[src/rtl/step_pulse_generator.sv]
// rtl/step_pulse_generator.sv - debounced up/down step strobes with auto-repeat
//
// Purpose: turns two raw, bouncy push buttons into clean, mutually exclusive
// single-cycle inc/dec strobes. Each button passes through a 2-flop
// synchronizer and a stability-count debouncer. A small FSM then issues one
// strobe per accepted press, followed by auto-repeat strobes while the button
// stays held. Pressing both buttons locks the outputs out until both are
// released.
//
// Ports:
//   clk        in   system clock, rising edge
//   reset      in   asynchronous, active-low reset
//   btn_plus   in   raw "up" button (async, bouncy, active-high)
//   btn_minus  in   raw "down" button (async, bouncy, active-high)
//   inc_pulse  out  one-cycle increment strobe (registered)
//   dec_pulse  out  one-cycle decrement strobe (registered)
//   key_held   out  high while an accepted single press is in DELAY or REPEAT

module step_pulse_generator #(
   parameter int DEBOUNCE_CYC = 16,
   parameter int REPEAT_DELAY = 500,
   parameter int REPEAT_RATE  = 100
) (
   input  logic clk,
   input  logic reset,
   input  logic btn_plus,
   input  logic btn_minus,
   output logic inc_pulse,
   output logic dec_pulse,
   output logic key_held
);

   localparam int TMAX = (REPEAT_DELAY > REPEAT_RATE) ? REPEAT_DELAY : REPEAT_RATE;
   localparam int TW   = $clog2(TMAX + 1);
   localparam int CW   = $clog2(DEBOUNCE_CYC + 1);

   localparam logic [TW-1:0] DELAY_LD = TW'(REPEAT_DELAY);
   localparam logic [TW-1:0] RATE_LD  = TW'(REPEAT_RATE);
   localparam logic [TW-1:0] TIMER_ONE = TW'(1);
   localparam logic [CW-1:0] DB_MAX   = CW'(DEBOUNCE_CYC);

   typedef enum logic [1:0] {
      ST_IDLE    = 2'd0,
      ST_DELAY   = 2'd1,
      ST_REPEAT  = 2'd2,
      ST_LOCKOUT = 2'd3
   } state_t;

   // Index 0 = plus button, index 1 = minus button.
   logic [1:0]    sync1_q, sync1_d;
   logic [1:0]    sync2_q, sync2_d;
   logic [1:0]    db_q, db_d;
   logic [CW-1:0] cnt_q [2];
   logic [CW-1:0] cnt_d [2];

   state_t        state_q, state_d;
   logic [TW-1:0] timer_q, timer_d;
   logic          dir_q, dir_d;        // 0 = up (plus), 1 = down (minus)
   logic          inc_pulse_q, inc_pulse_d;
   logic          dec_pulse_q, dec_pulse_d;
   logic          key_held_q, key_held_d;

   logic          db_p, db_m;
   logic          act_btn, opp_btn;

   // Synchronizer and debouncer. The counter must sit at DEBOUNCE_CYC for one
   // more mismatching cycle before the debounced level is updated, which gives
   // the 2 + DEBOUNCE_CYC + 1 edge press-to-pulse latency.
   always_comb begin
      sync1_d = {btn_minus, btn_plus};
      sync2_d = sync1_q;
      db_d    = db_q;
      for (int i = 0; i < 2; i++) begin
         cnt_d[i] = '0;
         if (sync2_q[i] != db_q[i]) begin
            if (cnt_q[i] == DB_MAX) begin
               db_d[i] = sync2_q[i];
            end else begin
               cnt_d[i] = cnt_q[i] + 1'b1;
            end
         end
      end
   end

   assign db_p = db_q[0];
   assign db_m = db_q[1];

   // Press FSM. Release and conflict checks are evaluated before timer expiry
   // so a pending repeat never fires once the press is no longer valid.
   always_comb begin
      state_d     = state_q;
      timer_d     = timer_q;
      dir_d       = dir_q;
      inc_pulse_d = 1'b0;
      dec_pulse_d = 1'b0;
      act_btn     = dir_q ? db_m : db_p;
      opp_btn     = dir_q ? db_p : db_m;

      case (state_q)
         ST_IDLE: begin
            if (db_p && db_m) begin
               state_d = ST_LOCKOUT;
            end else if (db_p) begin
               inc_pulse_d = 1'b1;
               dir_d       = 1'b0;
               timer_d     = DELAY_LD;
               state_d     = ST_DELAY;
            end else if (db_m) begin
               dec_pulse_d = 1'b1;
               dir_d       = 1'b1;
               timer_d     = DELAY_LD;
               state_d     = ST_DELAY;
            end
         end

         ST_DELAY, ST_REPEAT: begin
            if (!act_btn) begin
               state_d = ST_IDLE;
            end else if (opp_btn) begin
               state_d = ST_LOCKOUT;
            end else if (timer_q == TIMER_ONE) begin
               inc_pulse_d = ~dir_q;
               dec_pulse_d = dir_q;
               timer_d     = RATE_LD;
               state_d     = ST_REPEAT;
            end else begin
               timer_d = timer_q - 1'b1;
            end
         end

         ST_LOCKOUT: begin
            if (!db_p && !db_m) begin
               state_d = ST_IDLE;
            end
         end

         default: begin
            state_d = ST_IDLE;
         end
      endcase

      key_held_d = (state_d == ST_DELAY) || (state_d == ST_REPEAT);
   end

   always_ff @(posedge clk or negedge reset) begin
      if (!reset) begin
         sync1_q     <= '0;
         sync2_q     <= '0;
         db_q        <= '0;
         cnt_q[0]    <= '0;
         cnt_q[1]    <= '0;
         state_q     <= ST_IDLE;
         timer_q     <= '0;
         dir_q       <= 1'b0;
         inc_pulse_q <= 1'b0;
         dec_pulse_q <= 1'b0;
         key_held_q  <= 1'b0;
      end else begin
         sync1_q     <= sync1_d;
         sync2_q     <= sync2_d;
         db_q        <= db_d;
         cnt_q[0]    <= cnt_d[0];
         cnt_q[1]    <= cnt_d[1];
         state_q     <= state_d;
         timer_q     <= timer_d;
         dir_q       <= dir_d;
         inc_pulse_q <= inc_pulse_d;
         dec_pulse_q <= dec_pulse_d;
         key_held_q  <= key_held_d;
      end
   end

   assign inc_pulse = inc_pulse_q;
   assign dec_pulse = dec_pulse_q;
   assign key_held  = key_held_q;

endmodule
[config.mk]
export PLATFORM = sky130hd
export DESIGN_NAME = step_pulse_generator
export DESIGN_NICKNAME = d
export VERILOG_FILES = /design/src/rtl/step_pulse_generator.sv
export SDC_FILE = /design/constraint.sdc
export NUM_CORES = 1
export LEC_CHECK = 0
export CAP_MARGIN = 20
export CORE_MARGIN = 8
export CORE_UTILIZATION = 46
export DETAILED_ROUTE_END_ITERATION = 8
export PLACE_DENSITY = 0.71
export SETUP_SLACK_MARGIN = 0.1
export SKIP_LAST_GASP = 1
export SYNTH_ARGS = -nofsm -noshare
export SYNTH_HDL_FRONTEND = slang
export SYNTH_SLANG_ARGS = --single-unit
[constraint.sdc]
create_clock -name clk -period 3 [get_ports clk]
set_input_delay 0.6 -clock clk [delete_from_list [all_inputs] [get_ports clk]]
set_output_delay 0.6 -clock clk [all_outputs]
set_load 0.05 [all_outputs]
# == After elaboration in Yosys (flattened, before gate mapping) ==
# Index checks and enable logic that the tools add are counted.
# word_totals
reg_bits,31
input_bits,4
word_cells,80
# classes
add_sub_neg,3
n_bitwise,2
eq_ne,14
n_reduce_logical,13
mux,36
# op_table
operator,count
9-bit two-way mux,6
5-bit two-way mux,4
9-bit one-hot mux with 2 select lines,1
1-bit two-way mux,15
2-bit two-way mux,7
"5-bit by 1-bit adder with 5-bit output, second input constant",2
"5-bit equality test, second input constant",2
"9-bit by 1-bit equality test with 1-bit output, second input constant",1
"9-bit by 1-bit subtractor with 9-bit output, second input constant",1
"2-bit equality test, second input constant",3
"2-bit inequality test, second input constant",3
2-bit one-hot mux with 3 select lines,1
5-bit AND reduction,1
"2-bit by 1-bit equality test with 1-bit output, second input constant",2
1-bit one-hot mux with 2 select lines,2
2-bit AND reduction,2
2-bit nonzero test,2
"3-bit inequality test, second input constant",1
3-bit AND reduction,1
1-bit logical AND,2
1-bit logical NOT,2
2-bit logical NOT,1
1-bit inequality test,2
1-bit inverter,2
2 further kinds,2

# == Depth between registers and ports, before layout ==
# Gate-level depths: netlist (run 1).
# depth
word_depth,7
ltp_mapped,9

# == Least setup slack after synthesis (run 1) ==
# OpenSTA, ideal clock, no wires.
# synth_timing
path_type,flip-flop to flip-flop
start,register db_q[0]
end,register timer_q[8]
t_required_ns,2.879
arrival_ns,2.032
stages_incl_launch_ff,9
path_slack_ns,0.848
synth_period_minus_slack_ns,2.152
path_cell_list,dfrtp_1 > clkbuf_1 > inv_1 > ha_1 > o21a_1 > a311oi_2 > inv_2 > or3_1 > a22o_1
# synth_via
elab_chain_len,3
word_cells_on_any_way,11
classes_between,eq/ne (4); mux (5); reduce/logical (2)
# synth_lines
item,line_no,text
"start, declared",52,"logic [1:0] db_q, db_d;"
"start signal, assigned",149,db_q <= '0;
"start signal, assigned",161,db_q <= db_d;
"1-bit two-way mux, or another cell as far along",97,opp_btn = dir_q ? db_p : db_m;
2-bit inequality test (no line) or 9-bit two-way mux (tied branches),n/a,
5-bit AND reduction (no line) or 9-bit one-hot mux with 2 select lines (tied branches),n/a,
"end signal, assigned",165,timer_q <= timer_d;
"end, declared",57,"logic [TW-1:0] timer_q, timer_d;"
# Parallel ways exist; a longest one is shown, timed or not. The select of a mux whose other input is x is not followed.
# A chain may end at the register's enable or synchronous reset.

# == Worst setup path after layout (run 1) ==
# Ends and elaborated chain as after synthesis.

==> run summary, run 1 <==
Buf/Inv on CP: 3
r2r setup slk: 0.70 ns
# setup viols final: 0
Avg WL per Cell: 12.4 um
Mapped Area: 0.00163 mm^2
final setup TNS: 0 ns
Net Switching: 377 uW
R2R Path Start: db_q[0]$_DFFE_PN0P_
post-synth cell types: 39
Final Non-Filler Cells: 215
Final Max Tran Viols: 0
Least-Margin Pin Slew: 0.495 ns
CTS max path bufs: 2
kind of critical path: register to register
number of synthesized flops with an enable pin: 0
WHS Endpoint: sync2_q[0]$_DFF_PN0_
Arr. time, crit path: 2.54 ns
largest net degree at the start of global routing: 32
Tmin final: 2.30 ns
R2R depth: 8
FP Rows: 21
Area Growth Syn to Fin: 10.8%
total clock sinks: 31
gr usage total: 11.0%
Die X: 75.5 um
Comb pwr share: 28.0%
Top FF cell, synth: dfrtp_1
number of buffers added on ports: 6
Clock Latency Late Sink: 0.34 ns
reg2reg end: timer_q[8]$_DFFE_PN0P_
mean cell area of the mapped netlist: 10.2 um^2
vias per cell: 5.20
Crit. End Element: register
Util after Layout: 53.6%
design area: 0.00180 mm^2
GP Congestion: 0.822
Fin. Hold Viols: 0
Routed WL: 2670 um
initial core utilization: 48.4%
# placed instances: 207
PwrDens: 627 mW/mm^2
ranking of synthesized cells by area: dfrtp_1 (48%), ha_1 (9.2%), nor2_1 (4.8%)
max_cap viols: 0
Sw Share: 33.3%
leading area contributor after synthesis: dfrtp_1
vias in the first global route: 1123
relative slew slack: 66.9%
CTS resizes: 0
sequential share of power: 47.6%
Die Area: 0.00570 mm^2
HPWL Detailed: 1880 um
Data required, critical path: 3.24 ns
hold-fix buffer count after cts: 0
crit-path leading delay family: compound AO/OA/AOI/OAI gates
CTS tree: built
syn nets: 175
Syn Inst Count: 159
io pins: 7
First DRT Iteration DRCs: 132
CP cell instances: inv_1 > ha_1 > o21a_1 > a311oi_2 > buf_4 > inv_2 > or3_1 > a22o_1
post-route ant nets: 0
hold-critical path depth: 0
Critical Path Max Stage Delay: 0.60 ns
synth cell count leaders: dfrtp_1 (31), nor2_1 (21), ha_1 (12), inv_1 (10), o21ai_0 (9)
Crit-path slowest cell: dfrtp_1
Post-DP Area: 0.00174 mm^2
cell with the most instances after synthesis: dfrtp_1
outcome: complete, no violations
Clk network pwr share: 24.4%
grt total ovfl: 0
CTS clock-pin slew for the worst setup and hold paths: 0.10 ns
CP Max Fanout: 15
initial antenna violation count: 0
# diodes: 0
final period utilization: 76.5%
cell-internal power: 755 uW
nets: 184
layout cells sized above 1: 10.7%
Pre-antenna DRT Iters: 4
H-tree depth: 2
worst clock skew: 0.0181 ns
min-delay worst type: register to register
Synth warnings: 0
drt drc: 0
Seq/Total Area, Yosys: 47.7%
clk root buf: clkbuf_4
Leak: 0.000778 uW
Via Count: 1118
global-route wire length before repair: 4750 um
Setup crit start: db_q[0]$_DFFE_PN0P_
total CTS buffers: 5
Yosys top cell area share: 47.7%
Die H: 75.5 um
Startpoint Class: register
RSZ-0062 raised after global routing: no
register bit total from synthesis: 31
asr flop ratio synth: 100%
placeable core area: 0.00336 mm^2
Worst VDD drop: 0.286 mV
Fmax achieved: 436 MHz
hold path start: sync1_q[0]$_DFF_PN0_
Post-CTS Setup Inserts: 0
layer usage:
metal / GRT usage [%] / share of wire (%)
met1: 13.0 / 47
met2: 17.0 / 46
met3: 4.47 / 5.2
met4: 5.12 / 1.7
met5: 0 / 0
cell families after synthesis:
group,Yosys count,synth area share [%]
buffers and inverters,17,4.07
adder cells (fa/ha/maj),12,9.22
multiplexers,4,2.77
AO/OA/AOI/OAI,33,14.4
flip-flops,31,47.7
XOR/XNOR,9,4.84
AND/OR/NAND/NOR,53,17.1
placed cells by master (no fill, tap or decap), types with 2 or more instances in the layout:
master and instances:
clkbuf_4 5, nor2_1 21, a21oi_1 3, nand2_1 5, or3_1 3, o21ai_0 9
nand3b_1 2, ha_1 12, nor3_1 5, xor2_1 7, o31ai_1 2, mux2_2 4
clkdlybuf4s50_1 6, clkbuf_8 2, nand3_1 6, dfrtp_1 31, a22o_1 4, a31oi_1 3
xnor2_1 2, buf_4 2, o21a_1 5, inv_1 10
layout make-up:
type,count,area (um^2)
sequential,31,776
multi-input combinational,111,786
inverter,11,41.3
tap,46,57.6
fill,302,1560
timing repair buffer,8,75.1
clock buffer,8,68.8
how the worst max path moves through the flow:
stage	to	cells after the start
floorplan	timer_q[8]$_DFFE_PN0P_	8
global placement	timer_q[8]$_DFFE_PN0P_	8
detailed placement	timer_q[8]$_DFFE_PN0P_	8
CTS	timer_q[8]$_DFFE_PN0P_	8
global route	timer_q[0]$_DFFE_PN0P_	8
finish	timer_q[8]$_DFFE_PN0P_	8
state kept, by name, indices dropped and copies added, names as in the netlist:
| name | count |
|---|---|
| inc_pulse | 1 |
| timer_q | 9 |
| dec_pulse | 1 |
| sync1_q | 2 |
| cnt_q | 10 |
| db_q | 2 |
| sync2_q | 2 |
| key_held | 1 |
| state_q | 2 |
| dir_q | 1 |
metrics by stage:
| stage | total power [uW] | hold WS [ns] | setup WS, ns |
|---|---|---|---|
| after floorplan | 780 | 0.304 | 0.848 |
| final | 1130 | 0.360 | 0.705 |
| after global placement | 849 | 0.332 | 0.791 |
| after global routing | 1210 | 0.380 | 0.505 |
| after CTS | 1140 | 0.370 | 0.703 |
| after detailed placement | 860 | 0.351 | 0.724 |
power by group through the flow:
stage                     clock, uW  combinational [uW]  sequential [uW]
after global routing            301                 360              549
after detailed placement          0                 315              545
after floorplan                   0                 231              549
final                           276                 316              539
after global placement            0                 307              542
after CTS                       284                 318              537
Power figures use the tool's default switching activity.
==> run 2: changes to the inputs <==
==> constraint.sdc (replaced) <==
create_clock -name clk -period 2.29 [get_ports clk]
set_input_delay 0.458 -clock clk [delete_from_list [all_inputs] [get_ports clk]]
set_output_delay 0.458 -clock clk [all_outputs]
set_load 0.05 [all_outputs]
==> run 2 against run 1 <==
Against the previous run:
- clock skew fell by 0.0099 ns
- total power up 29%
- clock-buffer cell count shrank 1
- clock power up 8.7%
- global-route usage up 0.79 points
- first-iteration DRC count shrank 26%
- via count rose by 8.2%
- setup slack got worse by 0.45 ns
- maximum frequency up 13%
- worst hold slack improved by 0.00090 ns
- highest routed layer unchanged
==> run summary, run 2 (synthesis results as in run 1) <==
outcome: complete, no violations
FP Rows: 21
Worst VDD drop: 0.366 mV
kind of critical path: register to register
H-tree depth: 2
RSZ-0062 raised after global routing: no
Arr. time, crit path: 2.26 ns
R2R Path Start: db_q[0]$_DFFE_PN0P_
layout cells sized above 1: 13.3%
total CTS buffers: 5
io pins: 7
CTS clock-pin slew for the worst setup and hold paths: 0.10 ns
nets: 188
PwrDens: 799 mW/mm^2
CP Max Fanout: 7
most frequent cells in the layout: dfrtp_1 (31), nor2_1 (20), ha_1 (12), inv_1 (10), o21ai_0 (9)
Via Count: 1210
commonest non-fill, non-tap cell in the layout: dfrtp_1
grt total ovfl: 0
number of buffers added on ports: 6
Avg WL per Cell: 13.6 um
# setup viols final: 0
Fin. Hold Viols: 0
Least-Margin Pin Slew: 0.495 ns
global route hottest layer: met2
clk root buf: clkbuf_4
Buf/Inv on CP: 2
grt met3 use: 3.42%
final period utilization: 88.7%
Clock Latency Late Sink: 0.33 ns
worst hold slack: 0.360 ns
Leak: 0.000789 uW
Critical Path Max Stage Delay: 0.48 ns
placeable core area: 0.00336 mm^2
Final Max Tran Viols: 0
Crit-path slowest cell: dfrtp_1
# placed instances: 211
Util after Layout: 54.2%
Final Non-Filler Cells: 219
relative slew slack: 66.9%
hold path start: sync1_q[1]$_DFF_PN0_
vias per cell: 5.53
initial antenna violation count: 0
Post-CTS Setup Inserts: 0
Fillers: 311
total clock sinks: 31
hold-fix buffer count after cts: 0
CTS max path bufs: 2
First DRT Iteration DRCs: 98
Area Growth Syn to Fin: 12.0%
max_cap viols: 0
largest registers: cnt_q (10), timer_q (9)
gr usage total: 11.8%
global-route wire length before repair: 5040 um
Die Area: 0.00570 mm^2
Tmin final: 2.03 ns
Startpoint Class: register
Fmax achieved: 492 MHz
routing usage on met2: 18.9%
GP Congestion: 0.819
Routed WL: 2970 um
Crit. End Element: register
initial core utilization: 48.4%
Setup crit start: db_q[0]$_DFFE_PN0P_
CP cell instances: inv_1 > ha_1 > o21a_1 > a311oi_2 > inv_2 > or3_1 > a22o_1
vias in the first global route: 1125
# diodes: 0
CTS tree: built
crit-path leading delay family: compound AO/OA/AOI/OAI gates
post-route ant nets: 0
worst slack at placement: 0.266 ns
drt drc: 0
Biggest register: cnt_q
largest net degree at the start of global routing: 32
final setup margin: 0.259 ns
Pre-antenna DRT Iters: 4
worst clock skew: 0.00812 ns
routing usage on met1: 13.6%
min-delay worst type: register to register
final setup TNS: 0 ns
HPWL Detailed: 2130 um
Die X: 75.5 um
Largest register FFs: 10
Data required, critical path: 2.52 ns
Die H: 75.5 um
==> run 2: cell types whose count changed in the layout (fill, tap and decap cells not counted) <==
cell / change
clkbuf_8: -2
clkinv_2: +1
nor3_2: +1
nor2_2: +1
clkbuf_1: +1
nor3_1: -1
buf_4: +4
nor2_1: -1
==> run 2: report_power, final <==
group,internal [uW],leakage [uW],switching [uW]
clock network,119,0.0000293,181
logic,199,0.000373,249
registers,627,0.000386,81.3
total,945,0.000789,511
==> run 2: cell type report <==
cell class / count / area [um^2] / area share [%]
well taps: 46 / 57.6 / 3.16
flip-flops and latches: 31 / 776 / 42.6
clock buffers: 7 / 45.0 / 2.47
repair buffers: 12 / 105 / 5.77
inverters: 11 / 41.3 / 2.26
multi-input cells: 111 / 793 / 43.5
clock inverters: 1 / 5.00 / 0.275
==> run 2: stage by stage <==
stage	area, um^2	total power (uW)
final	1820	1460
after global routing	1820	1560
after CTS	1820	1460
after detailed placement	1770	1160
after global placement	1770	1130
after floorplan	1630	1020
==> run 2: path summary, 6_finish.rpt <==
kind / end / slack, ns / cells past startpoint
hold / removal: sync2_q[1]$_DFF_PN0_ / 0.36 / 0
max in group asynchronous: sync1_q[0]$_DFF_PN0_ / 1.50 / 2
setup reg to reg: timer_q[8]$_DFFE_PN0P_ / 0.26 / 7
min in group asynchronous: state_q[1]$_DFF_PN0_ / 0.50 / 2
hold reg to reg: sync2_q[1]$_DFF_PN0_ / 0.36 / 0
setup / recovery: timer_q[8]$_DFFE_PN0P_ / 0.26 / 7
==> run 2: per-layer routing <==
metal / vias to the layer above / wire, um
li1: 581 / -
met1: 590 / 1270
met2: 31 / 1490
met3: 8 / 149
met4: 0 / 68
met5: - / 0
==> run 2: repair_timing <==
item / CTS / global route
endpoints found under the hold margin: 0 / 0
setup endpoints to repair: 0 / 3
gates resized for setup: 0 / 2
==> run 2: worst reg2reg max path, delay by kind of cell (launching register included) <==
family	cells	cell delay [ns]
AND/OR/NAND/NOR	1	0.35
adder cells (fa/ha/maj)	1	0.23
AO/OA/AOI/OAI	3	0.66
flip-flops	1	0.48
buffers and inverters	2	0.21
